$ cat src/rtl/sort_toggle_master.sv
// Host-side initiator for the sorter's toggle-handshake load/unload protocol.
// It streams a block in via now1 toggles, waits for the result, then unloads it via now2 toggles.
module sort_toggle_master #(
    parameter int LOG_INPUT_NUM = 8,
    parameter int DATA_WIDTH    = 32,
    parameter int SORT_LATENCY  = 64
) (
    input  logic                  clk,
    input  logic                  rst,
    input  logic                  s_valid,
    output logic                  s_ready,
    input  logic [DATA_WIDTH-1:0] s_data,
    output logic [DATA_WIDTH-1:0] din,
    output logic                  now1,
    output logic                  now2,
    input  logic                  y_valid,
    input  logic [DATA_WIDTH-1:0] dout,
    output logic                  m_valid,
    input  logic                  m_ready,
    output logic [DATA_WIDTH-1:0] m_data,
    output logic                  m_last,
    output logic                  busy
);

    localparam int CNT_W  = LOG_INPUT_NUM + 1;
    localparam int WAIT_W = (SORT_LATENCY < 2) ? 1 : $clog2(SORT_LATENCY + 1);
    localparam logic [CNT_W-1:0] BLOCK_N  = CNT_W'(1) << LOG_INPUT_NUM;
    localparam logic [CNT_W-1:0] LAST_IDX = BLOCK_N - CNT_W'(1);

    typedef enum logic [2:0] {
        ST_LOAD      = 3'd0,
        ST_LOAD_HOLD = 3'd1,
        ST_SORT_WAIT = 3'd2,
        ST_RD_REQ    = 3'd3,
        ST_RD_HOLD   = 3'd4,
        ST_RD_CAP    = 3'd5,
        ST_OUT       = 3'd6
    } state_t;

    state_t                 state_r, state_s;
    logic [CNT_W-1:0]       load_cnt_r, load_cnt_s;
    logic [CNT_W-1:0]       rd_cnt_r, rd_cnt_s;
    logic [WAIT_W-1:0]      wait_cnt_r, wait_cnt_s;
    logic [DATA_WIDTH-1:0]  din_r, din_s;
    logic [DATA_WIDTH-1:0]  m_data_r, m_data_s;
    logic                   now1_r, now1_s;
    logic                   now2_r, now2_s;
    logic                   s_ready_r, s_ready_s;
    logic                   m_valid_r, m_valid_s;
    logic                   m_last_r, m_last_s;
    logic                   busy_r, busy_s;

    // Next-state and next-output computation; every output is registered from these.
    always_comb begin
        state_s    = state_r;
        load_cnt_s = load_cnt_r;
        rd_cnt_s   = rd_cnt_r;
        wait_cnt_s = wait_cnt_r;
        din_s      = din_r;
        m_data_s   = m_data_r;
        now1_s     = now1_r;
        now2_s     = now2_r;
        m_valid_s  = m_valid_r;
        m_last_s   = m_last_r;

        case (state_r)
            ST_LOAD: begin
                if (s_valid && s_ready_r) begin
                    din_s      = s_data;
                    now1_s     = ~now1_r;
                    load_cnt_s = load_cnt_r + CNT_W'(1);
                    state_s    = ST_LOAD_HOLD;
                end else begin
                    state_s = ST_LOAD;
                end
            end
            // din stays put here so the sorter samples it on its toggle-detect edge.
            ST_LOAD_HOLD: begin
                if (load_cnt_r == BLOCK_N) begin
                    load_cnt_s = {CNT_W{1'b0}};
                    wait_cnt_s = WAIT_W'(SORT_LATENCY);
                    state_s    = ST_SORT_WAIT;
                end else begin
                    state_s = ST_LOAD;
                end
            end
            ST_SORT_WAIT: begin
                if (wait_cnt_r != {WAIT_W{1'b0}}) begin
                    wait_cnt_s = wait_cnt_r - WAIT_W'(1);
                end else if (y_valid) begin
                    state_s = ST_RD_REQ;
                end else begin
                    state_s = ST_SORT_WAIT;
                end
            end
            ST_RD_REQ: begin
                now2_s  = ~now2_r;
                state_s = ST_RD_HOLD;
            end
            ST_RD_HOLD: begin
                state_s = ST_RD_CAP;
            end
            ST_RD_CAP: begin
                m_data_s  = dout;
                m_valid_s = 1'b1;
                m_last_s  = (rd_cnt_r == LAST_IDX);
                rd_cnt_s  = rd_cnt_r + CNT_W'(1);
                state_s   = ST_OUT;
            end
            ST_OUT: begin
                if (m_ready) begin
                    m_valid_s = 1'b0;
                    m_last_s  = 1'b0;
                    if (rd_cnt_r == BLOCK_N) begin
                        rd_cnt_s = {CNT_W{1'b0}};
                        state_s  = ST_LOAD;
                    end else begin
                        state_s = ST_RD_REQ;
                    end
                end else begin
                    state_s = ST_OUT;
                end
            end
            default: begin
                state_s = ST_LOAD;
            end
        endcase

        s_ready_s = (state_s == ST_LOAD);
        busy_s    = !((state_s == ST_LOAD) && (load_cnt_s == {CNT_W{1'b0}}));
    end

    // State and output registers; reset also discards any partial block.
    always_ff @(posedge clk) begin
        if (rst) begin
            state_r    <= ST_LOAD;
            load_cnt_r <= {CNT_W{1'b0}};
            rd_cnt_r   <= {CNT_W{1'b0}};
            wait_cnt_r <= {WAIT_W{1'b0}};
            din_r      <= {DATA_WIDTH{1'b0}};
            m_data_r   <= {DATA_WIDTH{1'b0}};
            now1_r     <= 1'b0;
            now2_r     <= 1'b0;
            s_ready_r  <= 1'b0;
            m_valid_r  <= 1'b0;
            m_last_r   <= 1'b0;
            busy_r     <= 1'b0;
        end else begin
            state_r    <= state_s;
            load_cnt_r <= load_cnt_s;
            rd_cnt_r   <= rd_cnt_s;
            wait_cnt_r <= wait_cnt_s;
            din_r      <= din_s;
            m_data_r   <= m_data_s;
            now1_r     <= now1_s;
            now2_r     <= now2_s;
            s_ready_r  <= s_ready_s;
            m_valid_r  <= m_valid_s;
            m_last_r   <= m_last_s;
            busy_r     <= busy_s;
        end
    end

    assign s_ready = s_ready_r;
    assign din     = din_r;
    assign now1    = now1_r;
    assign now2    = now2_r;
    assign m_valid = m_valid_r;
    assign m_data  = m_data_r;
    assign m_last  = m_last_r;
    assign busy    = busy_r;

endmodule

$ cat config.mk
export PLATFORM = sky130hd
export DESIGN_NAME = sort_toggle_master
export DESIGN_NICKNAME = d
export VERILOG_FILES = /design/src/rtl/sort_toggle_master.sv
export SDC_FILE = /design/constraint.sdc
export NUM_CORES = 1
export LEC_CHECK = 0
export ABC_CLOCK_PERIOD_IN_PS = 2200
export CORE_UTILIZATION = 30
export CTS_CLUSTER_SIZE = 10
export DETAILED_ROUTE_END_ITERATION = 6
export PLACE_DENSITY = 0.66
export SYNTH_ARGS = -nofsm -noshare
export SYNTH_HDL_FRONTEND = slang
export SYNTH_SLANG_ARGS = --single-unit
$ cat constraint.sdc
create_clock -name clk -period 2.2 [get_ports clk]
set_input_delay 0.44 -clock clk [delete_from_list [all_inputs] [get_ports clk]]
set_output_delay 0.44 -clock clk [all_outputs]
set_load 0.01 [all_outputs]
==> run_results.csv, run 1 <==
group,metric,value,unit
run_status,status,"complete, no violations",
yosys,synth_edf_count,0,
placement,dp_hpwl,7.81,mm
finish,area_growth_syn_to_layout,50.1,%
power,p_comb_share,10.1,%
detailed_routing,drc,0,
detailed_routing,via_per_inst,4.88,
power,ir_drop,0.000613,V
grt,grt_pass1_wl,18.5,mm
grt,grt_usage,16.2,%
finish,drive_above_1_share,8.10,%
timing,final-hold-violation-count,0,
critical_path,start_kind,"register",
finish,n_antenna_cell,0,
placement,placed_cell_area,0.00576,mm²
grt,use_met3,7.24,%
grt,grt-ovfl-total,0,
detailed_routing,wl,11.4,mm
clock_tree,htree_num_levels,3,
critical_path,crit_arrival,2.32,ns
detailed_routing,drt_iter0_markers,167,
grt,grt_max_degree,55,
power,p_switching,856,µW
finish,layout_common_cells,"nand2_1, clkdlybuf4s50_1, dfxtp_1",
finish,design_area,0.00612,mm²
critical_path,cp.required,2.42,ns
finish,layout.nets,737,
yosys,synth-seq-cells,98,
hold_path,hold_path.class,"register to register",
timing,slew_violations,0,
timing,clock_skew,0.00435,ns
power,swShare,23.0,%
timing,rsz0062_at_grt,"false",
timing,max_slew_margin,69.9,%
critical_path,critPathMaxFanout,5,
clock_tree,cts.sinks,98,
power,pwr-share-seq,49.3,%
finish,final_common_cell,"nand2_1",
detailed_routing,drtPass1Iterations,5,
yosys,ys_seq_area_share,48.1,%
detailed_routing,ant_nets,0,
timing,worst_slew_pin_slew,0.449,ns
critical_path,critPathKind,"register to register",
floorplan,design.portCount,139,
floorplan,fp.dieW,119,µm
timing,setup_viol,0,
critical_path,endpoint_kind,"register",
floorplan,die_h,119,µm
detailed_routing,dr_total_vias,4117,
finish,n_fill_cell,1325,
yosys,ys_warn_count,0,
timing,setup_ws,0.104,ns
clock_tree,clk_latency,0.35,ns
yosys,synthDistinctLibCells,49,
clock_tree,clk_transition_reported_paths,0.07,ns
placement,pre_cts_ws,-0.149,ns
grt,busiest_layer,"met2",
floorplan,fp.coreArea,0.0132,mm²
clock_tree,cts_tree,"done",
timing,period_share,95.3,%
detailed_routing,wl_per_cell,13.5,µm
yosys,ys.flop_type,"dfxtp_1",
timing,fmax,0.477,GHz
grt,grtUsageMet1,18.3,%
clock_tree,root_buffer,"clkbuf_16",
floorplan,row_count,42,
grt,use_met2,27.8,%
timing,fin_crit,2.10,ns
run,maxCapViolations,0,
power,p_int,2.86,mW
yosys,synth.cell_area,0.00408,mm²
clock_tree,numCtsBuffers,9,
grt,grt_pass1_vias,3926,
power,power_frac_clock,40.6,%
power,power.leakage,2.15,nW
clock_tree,clockBufferDepth,2,
grt,antenna_found_initial,0,
yosys,synth-async-reset-ratio,0,%
yosys,avgSynthCellArea,7.86,µm²
power,p_per_area,607,mW/mm²
yosys,syn-num-nets,594,
yosys,synth_cells,519,
floorplan,die_area,0.0141,mm²
placement,routabilityCongestion,0.843,
placement,port_buffers,138,
floorplan,initial_core_util,30.8,%
routing by layer:
layer  vias to the layer above  part of all wire (%)
li1                       2051                     -
met1                      1910                    41
met2                       146                    49
met3                        10                   8.5
met4                         0                   1.3
met5                         -                     0
path summary, 6_finish.rpt:
check                                         startpoint                  endpoint  slack [ns]  cells after the start
worst min-delay path                din[21]$_SDFFE_PP0P_      din[21]$_SDFFE_PP0P_        0.45                      2
worst max-delay path            rd_cnt_r[2]$_SDFFE_PP0P_  rd_cnt_r[5]$_SDFFE_PP0P_        0.10                      5
worst min register to register      din[21]$_SDFFE_PP0P_      din[21]$_SDFFE_PP0P_        0.45                      2
worst max register to register  rd_cnt_r[2]$_SDFFE_PP0P_  rd_cnt_r[5]$_SDFFE_PP0P_        0.10                      5
registers in the layout, summed over array words and instances, names as in the netlist:
| name | count |
|---|---|
| now2 | 1 |
| m_valid | 1 |
| load_cnt_r | 9 |
| wait_cnt_r | 7 |
| m_last | 1 |
| busy | 1 |
| state_r | 3 |
| s_ready | 1 |
| rd_cnt_r | 9 |
| din | 32 |
| m_data | 32 |
| now1 | 1 |
power groups by stage:
stage               logic [mW]  registers, mW  clock network (mW)
CTS                      0.373           1.83                1.55
floorplan                0.115           1.89                   0
detailed placement       0.369           1.87                   0
global placement         0.366           1.87                   0
global route             0.409           1.84                1.62
finish                   0.375           1.83                1.51
Yosys cell counts (3+ instances only):
| cell | instances | area, µm² |
|---|---|---|
| nand2_1 | 142 | 533 |
| dfxtp_1 | 98 | 1960 |
| a21oi_1 | 81 | 405 |
| nor2_1 | 36 | 135 |
| clkbuf_1 | 30 | 113 |
| inv_1 | 13 | 48.8 |
| o21ai_0 | 13 | 65.1 |
| nand3_1 | 11 | 55.1 |
| ha_1 | 6 | 75.1 |
| nor3_1 | 6 | 30.0 |
| or3_1 | 6 | 37.5 |
| xnor2_1 | 6 | 52.6 |
| a311oi_1 | 4 | 35.0 |
| a31oi_1 | 4 | 25.0 |
| and3_1 | 4 | 25.0 |
| o31ai_1 | 4 | 30.0 |
| or4b_2 | 4 | 40.0 |
| a41oi_1 | 3 | 26.3 |
| and2_1 | 3 | 18.8 |
| and4_1 | 3 | 26.3 |
| nand2b_1 | 3 | 18.8 |
| nor2b_1 | 3 | 18.8 |
critical path, stage by stage, from the launching register on:
cell	delay, ns
dfxtp_1	0.34
or4b_2	0.75
o41ai_4	0.36
nand2_2	0.15
o21ai_0	0.27
a21oi_1	0.11
logic make-up after synthesis:
group / Yosys count / share of synthesized area, %
buf+inv: 44 / 4.05
fa+ha+maj: 6 / 1.84
xor+xnor: 7 / 1.50
flops: 98 / 48.1
compound gates: 126 / 18.1
simple gates: 238 / 26.4
final cells by class:
| class | instances | area, µm² | share of cell area, % |
|---|---|---|---|
| flip-flops and latches | 98 | 1960 | 32.0 |
| inverters | 13 | 48.8 | 0.797 |
| repair buffers | 162 | 1590 | 26.0 |
| multi-input cells | 378 | 2020 | 32.9 |
| clock inverters | 3 | 23.8 | 0.388 |
| well taps | 176 | 220 | 3.60 |
| clock buffers | 13 | 260 | 4.25 |
metrics by stage:
step | hold slack, ns | cells | total power, mW | util (%) | TNS [ns]
final | 0.454 | 843 | 3.72 | 46.2 | 0
after global routing | 0.472 | 843 | 3.86 | 46.2 | 0
after floorplan | 0.447 | 519 | 2.00 | - | 0
after global placement | 0.441 | 823 | 2.24 | 43.5 | -0.106
after CTS | 0.455 | 840 | 3.76 | 45.8 | 0
after detailed placement | 0.446 | 823 | 2.24 | 43.5 | -0.149
repair_timing:
| item | in CTS | in global routing |
|---|---|---|
| hold buffers | 0 | 0 |
| resized for setup | 2 | 7 |
| setup endpoints to repair | 4 | 13 |
| pin swaps | 1 | 2 |
| gates cloned | 1 | 0 |
| setup buffers | 0 | 3 |
(Power assumes the default switching activity.)
==> inputs of run 2 (changes only) <==
--- a/config.mk
+++ b/config.mk
@@ -5,11 +5,11 @@
 export SDC_FILE = /design/constraint.sdc
 export NUM_CORES = 1
 export LEC_CHECK = 0
-export ABC_CLOCK_PERIOD_IN_PS = 2200
+export ABC_CLOCK_PERIOD_IN_PS = 2700
 export CORE_UTILIZATION = 30
 export CTS_CLUSTER_SIZE = 10
 export DETAILED_ROUTE_END_ITERATION = 6
-export PLACE_DENSITY = 0.66
+export PLACE_DENSITY = 0.64
 export SYNTH_ARGS = -nofsm -noshare
 export SYNTH_HDL_FRONTEND = slang
 export SYNTH_SLANG_ARGS = --single-unit
==> constraint.sdc (replaced) <==
create_clock -name clk -period 2.7 [get_ports clk]
set_input_delay 0.54 -clock clk [delete_from_list [all_inputs] [get_ports clk]]
set_output_delay 0.54 -clock clk [all_outputs]
set_load 0.01 [all_outputs]
==> run 2 against run 1 <==
Cell count decreased by 1.8%. Count of clock-buffer cells in the layout shrank 3. Cell area decreased by 2.6%. Sequential power decreased by 18%. Combinational power fell by 23%. Register-to-register slack improved by 0.26 ns. Non-clock buffer count is 14 lower. Sequential share of layout area grew 0.85 points. Via count decreased by 3.4%. Critical path type unchanged. Largest cell class is now sequential cells. Largest power group unchanged.
==> run_results.csv, run 2 (synthesis gave the netlist of run 1 again) <==
group,metric,value,unit
detailed_routing,drc,0,
finish,layout.nets,722,
finish,n_antenna_cell,0,
floorplan,fp.coreArea,0.0132,mm²
critical_path,critPathKind,"register to register",
clock_tree,post-cts-setup-buffers,0,
floorplan,initial_core_util,30.8,%
timing,final-hold-violation-count,0,
run,maxCapViolations,0,
power,power,3.13,mW
detailed_routing,drt_iter0_markers,187,
timing,period_share,86.4,%
timing,clock_skew,0.00725,ns
detailed_routing,ant_nets,0,
detailed_routing,wl_per_cell,13.1,µm
power,p_switching,727,µW
grt,grt_max_degree,45,
floorplan,die_h,119,µm
clock_tree,clockBufferDepth,2,
detailed_routing,drtPass1Iterations,4,
hold_path,hold_path.class,"register to register",
floorplan,die_area,0.0141,mm²
grt,grt_pass1_vias,3818,
clock_tree,ctsHoldBuffers,0,
critical_path,cpPeakStageDelay,0.60,ns
finish,area_growth_syn_to_layout,46.2,%
critical_path,crit_arrival,2.54,ns
timing,hold_ws,0.452,ns
critical_path,r2r-start,"load_cnt_r[1]$_SDFF_PP0_",
grt,grt_usage,16.0,%
critical_path,critPathMaxFanout,5,
timing,slew_violations,0,
hold_path,min_from,"din[20]$_SDFFE_PP0P_",
grt,antenna_found_initial,0,
critical_path,cpLargestDelayFamily,"compound AO/OA/AOI/OAI gates",
critical_path,endpoint_kind,"register",
clock_tree,cts_resized,0,
finish,layout_common_cells,"nand2_1, clkdlybuf4s50_1, dfxtp_1",
placement,port_buffers,138,
timing,fin_crit,2.33,ns
floorplan,fp.dieW,119,µm
detailed_routing,wl,10.8,mm
critical_path,reg2regPathDepth,7,
timing,setup_viol,0,
detailed_routing,dr_total_vias,3975,
power,power_frac_clock,42.9,%
critical_path,worst-path-stages,7,
clock_tree,clk_transition_reported_paths,0.07,ns
placement,dp_hpwl,7.73,mm
grt,grt_pass1_wl,18.2,mm
floorplan,design.portCount,139,
critical_path,cp.required,2.91,ns
power,p_int,2.40,mW
hold_path,hold-path-cell-count,2,
timing,fin_tns_setup,0,ns
detailed_routing,via_per_inst,4.80,
finish,design_area,0.00597,mm²
finish,final_common_cell,"nand2_1",
power,ir_drop,0.000378,V
critical_path,cp-startpoint,"load_cnt_r[1]$_SDFF_PP0_",
power,p_per_area,524,mW/mm²
power,p_comb_share,9.3,%
finish,drive_above_1_share,5.83,%
critical_path,start_kind,"register",
timing,worst_slew_pin_slew,0.814,ns
grt,grt-ovfl-total,0,
clock_tree,numCtsBuffers,9,
timing,fmax,0.429,GHz
power,swShare,23.2,%
power,power.leakage,2.07,nW
timing,max_slew_margin,45.7,%
critical_path,crit_chain,"inv_1 > ha_1 > or4b_2 > o31ai_1 > nand4_1 > a222oi_1 > a41oi_1",
critical_path,cp_slowest_cell,"or4b_2",
clock_tree,cts.sinks,98,
clock_tree,clk_latency,0.35,ns
placement,routabilityCongestion,0.835,
placement,placed_cell_area,0.00565,mm²
clock_tree,cts_tree,"done",
floorplan,row_count,42,
clock_tree,htree_num_levels,3,
timing,rsz0062_at_grt,"false",
power,pwr-share-seq,47.8,%
clock_tree,root_buffer,"clkbuf_16",
run_status,status,"complete, no violations",
timing,setup_ws,0.368,ns
critical_path,crit_buf_inv,1,
placement,pre_cts_ws,0.260,ns
-- run 2: worst paths after layout --
kind                            slack, ns                    to
worst max register to register       0.37       busy$_SDFF_PP0_
worst min-delay path                 0.45  din[20]$_SDFFE_PP0P_
worst min register to register       0.45  din[20]$_SDFFE_PP0P_
worst max-delay path                 0.37       busy$_SDFF_PP0_
-- run 2: through the flow --
step                std cells  utilization [%]
finish                    828             45.0
global route              828             45.0
CTS                       828             45.0
detailed placement        812             42.7
global placement          812             42.7
floorplan                 519                -
-- run 2: worst min-delay path: cells and delay by family, from the launching register on --
kind / cells / cell delay (ns)
AOI/OAI and AO/OA: 1 / 0.05
DFF: 1 / 0.31
and+or+nand+nor: 1 / 0.05
-- run 2: final cells by class --
class,count,area [µm²]
flip-flops and latches,98,1960
clock buffers,10,239
fillers,1318,7280
multi-input cells,377,1960
clock inverters,6,73.8
well taps,176,220
repair buffers,148,1460
inverters,13,48.8
-- run 2: per-layer routing --
metal | GRT usage, % | routed length (µm) | part of all wire [%] | vias up
li1 | - | - | - | 2027
met1 | 19.0 | 4670 | 43 | 1825
met2 | 25.7 | 5170 | 48 | 107
met3 | 6.27 | 828 | 7.6 | 16
met4 | 6.17 | 174 | 1.6 | 0
met5 | 0 | 0 | 0 | -
-- run 2: power by group through the flow --
stage / clock (mW) / combinational (mW) / sequential [mW]
global route: 1.45 / 0.317 / 1.50
global placement: 0 / 0.289 / 1.53
CTS: 1.39 / 0.293 / 1.50
floorplan: 0 / 0.0935 / 1.54
detailed placement: 0 / 0.291 / 1.53
finish: 1.34 / 0.290 / 1.50
==> inputs of run 3 (changes only) <==
--- a/config.mk
+++ b/config.mk
@@ -7,7 +7,7 @@
 export LEC_CHECK = 0
 export ABC_CLOCK_PERIOD_IN_PS = 2700
 export CORE_UTILIZATION = 30
-export CTS_CLUSTER_SIZE = 10
+export CTS_CLUSTER_SIZE = 30
 export DETAILED_ROUTE_END_ITERATION = 6
 export PLACE_DENSITY = 0.64
 export SYNTH_ARGS = -nofsm -noshare
==> results of run 3 <==
The final DEF is identical to that of run 2; final timing and power are the same.
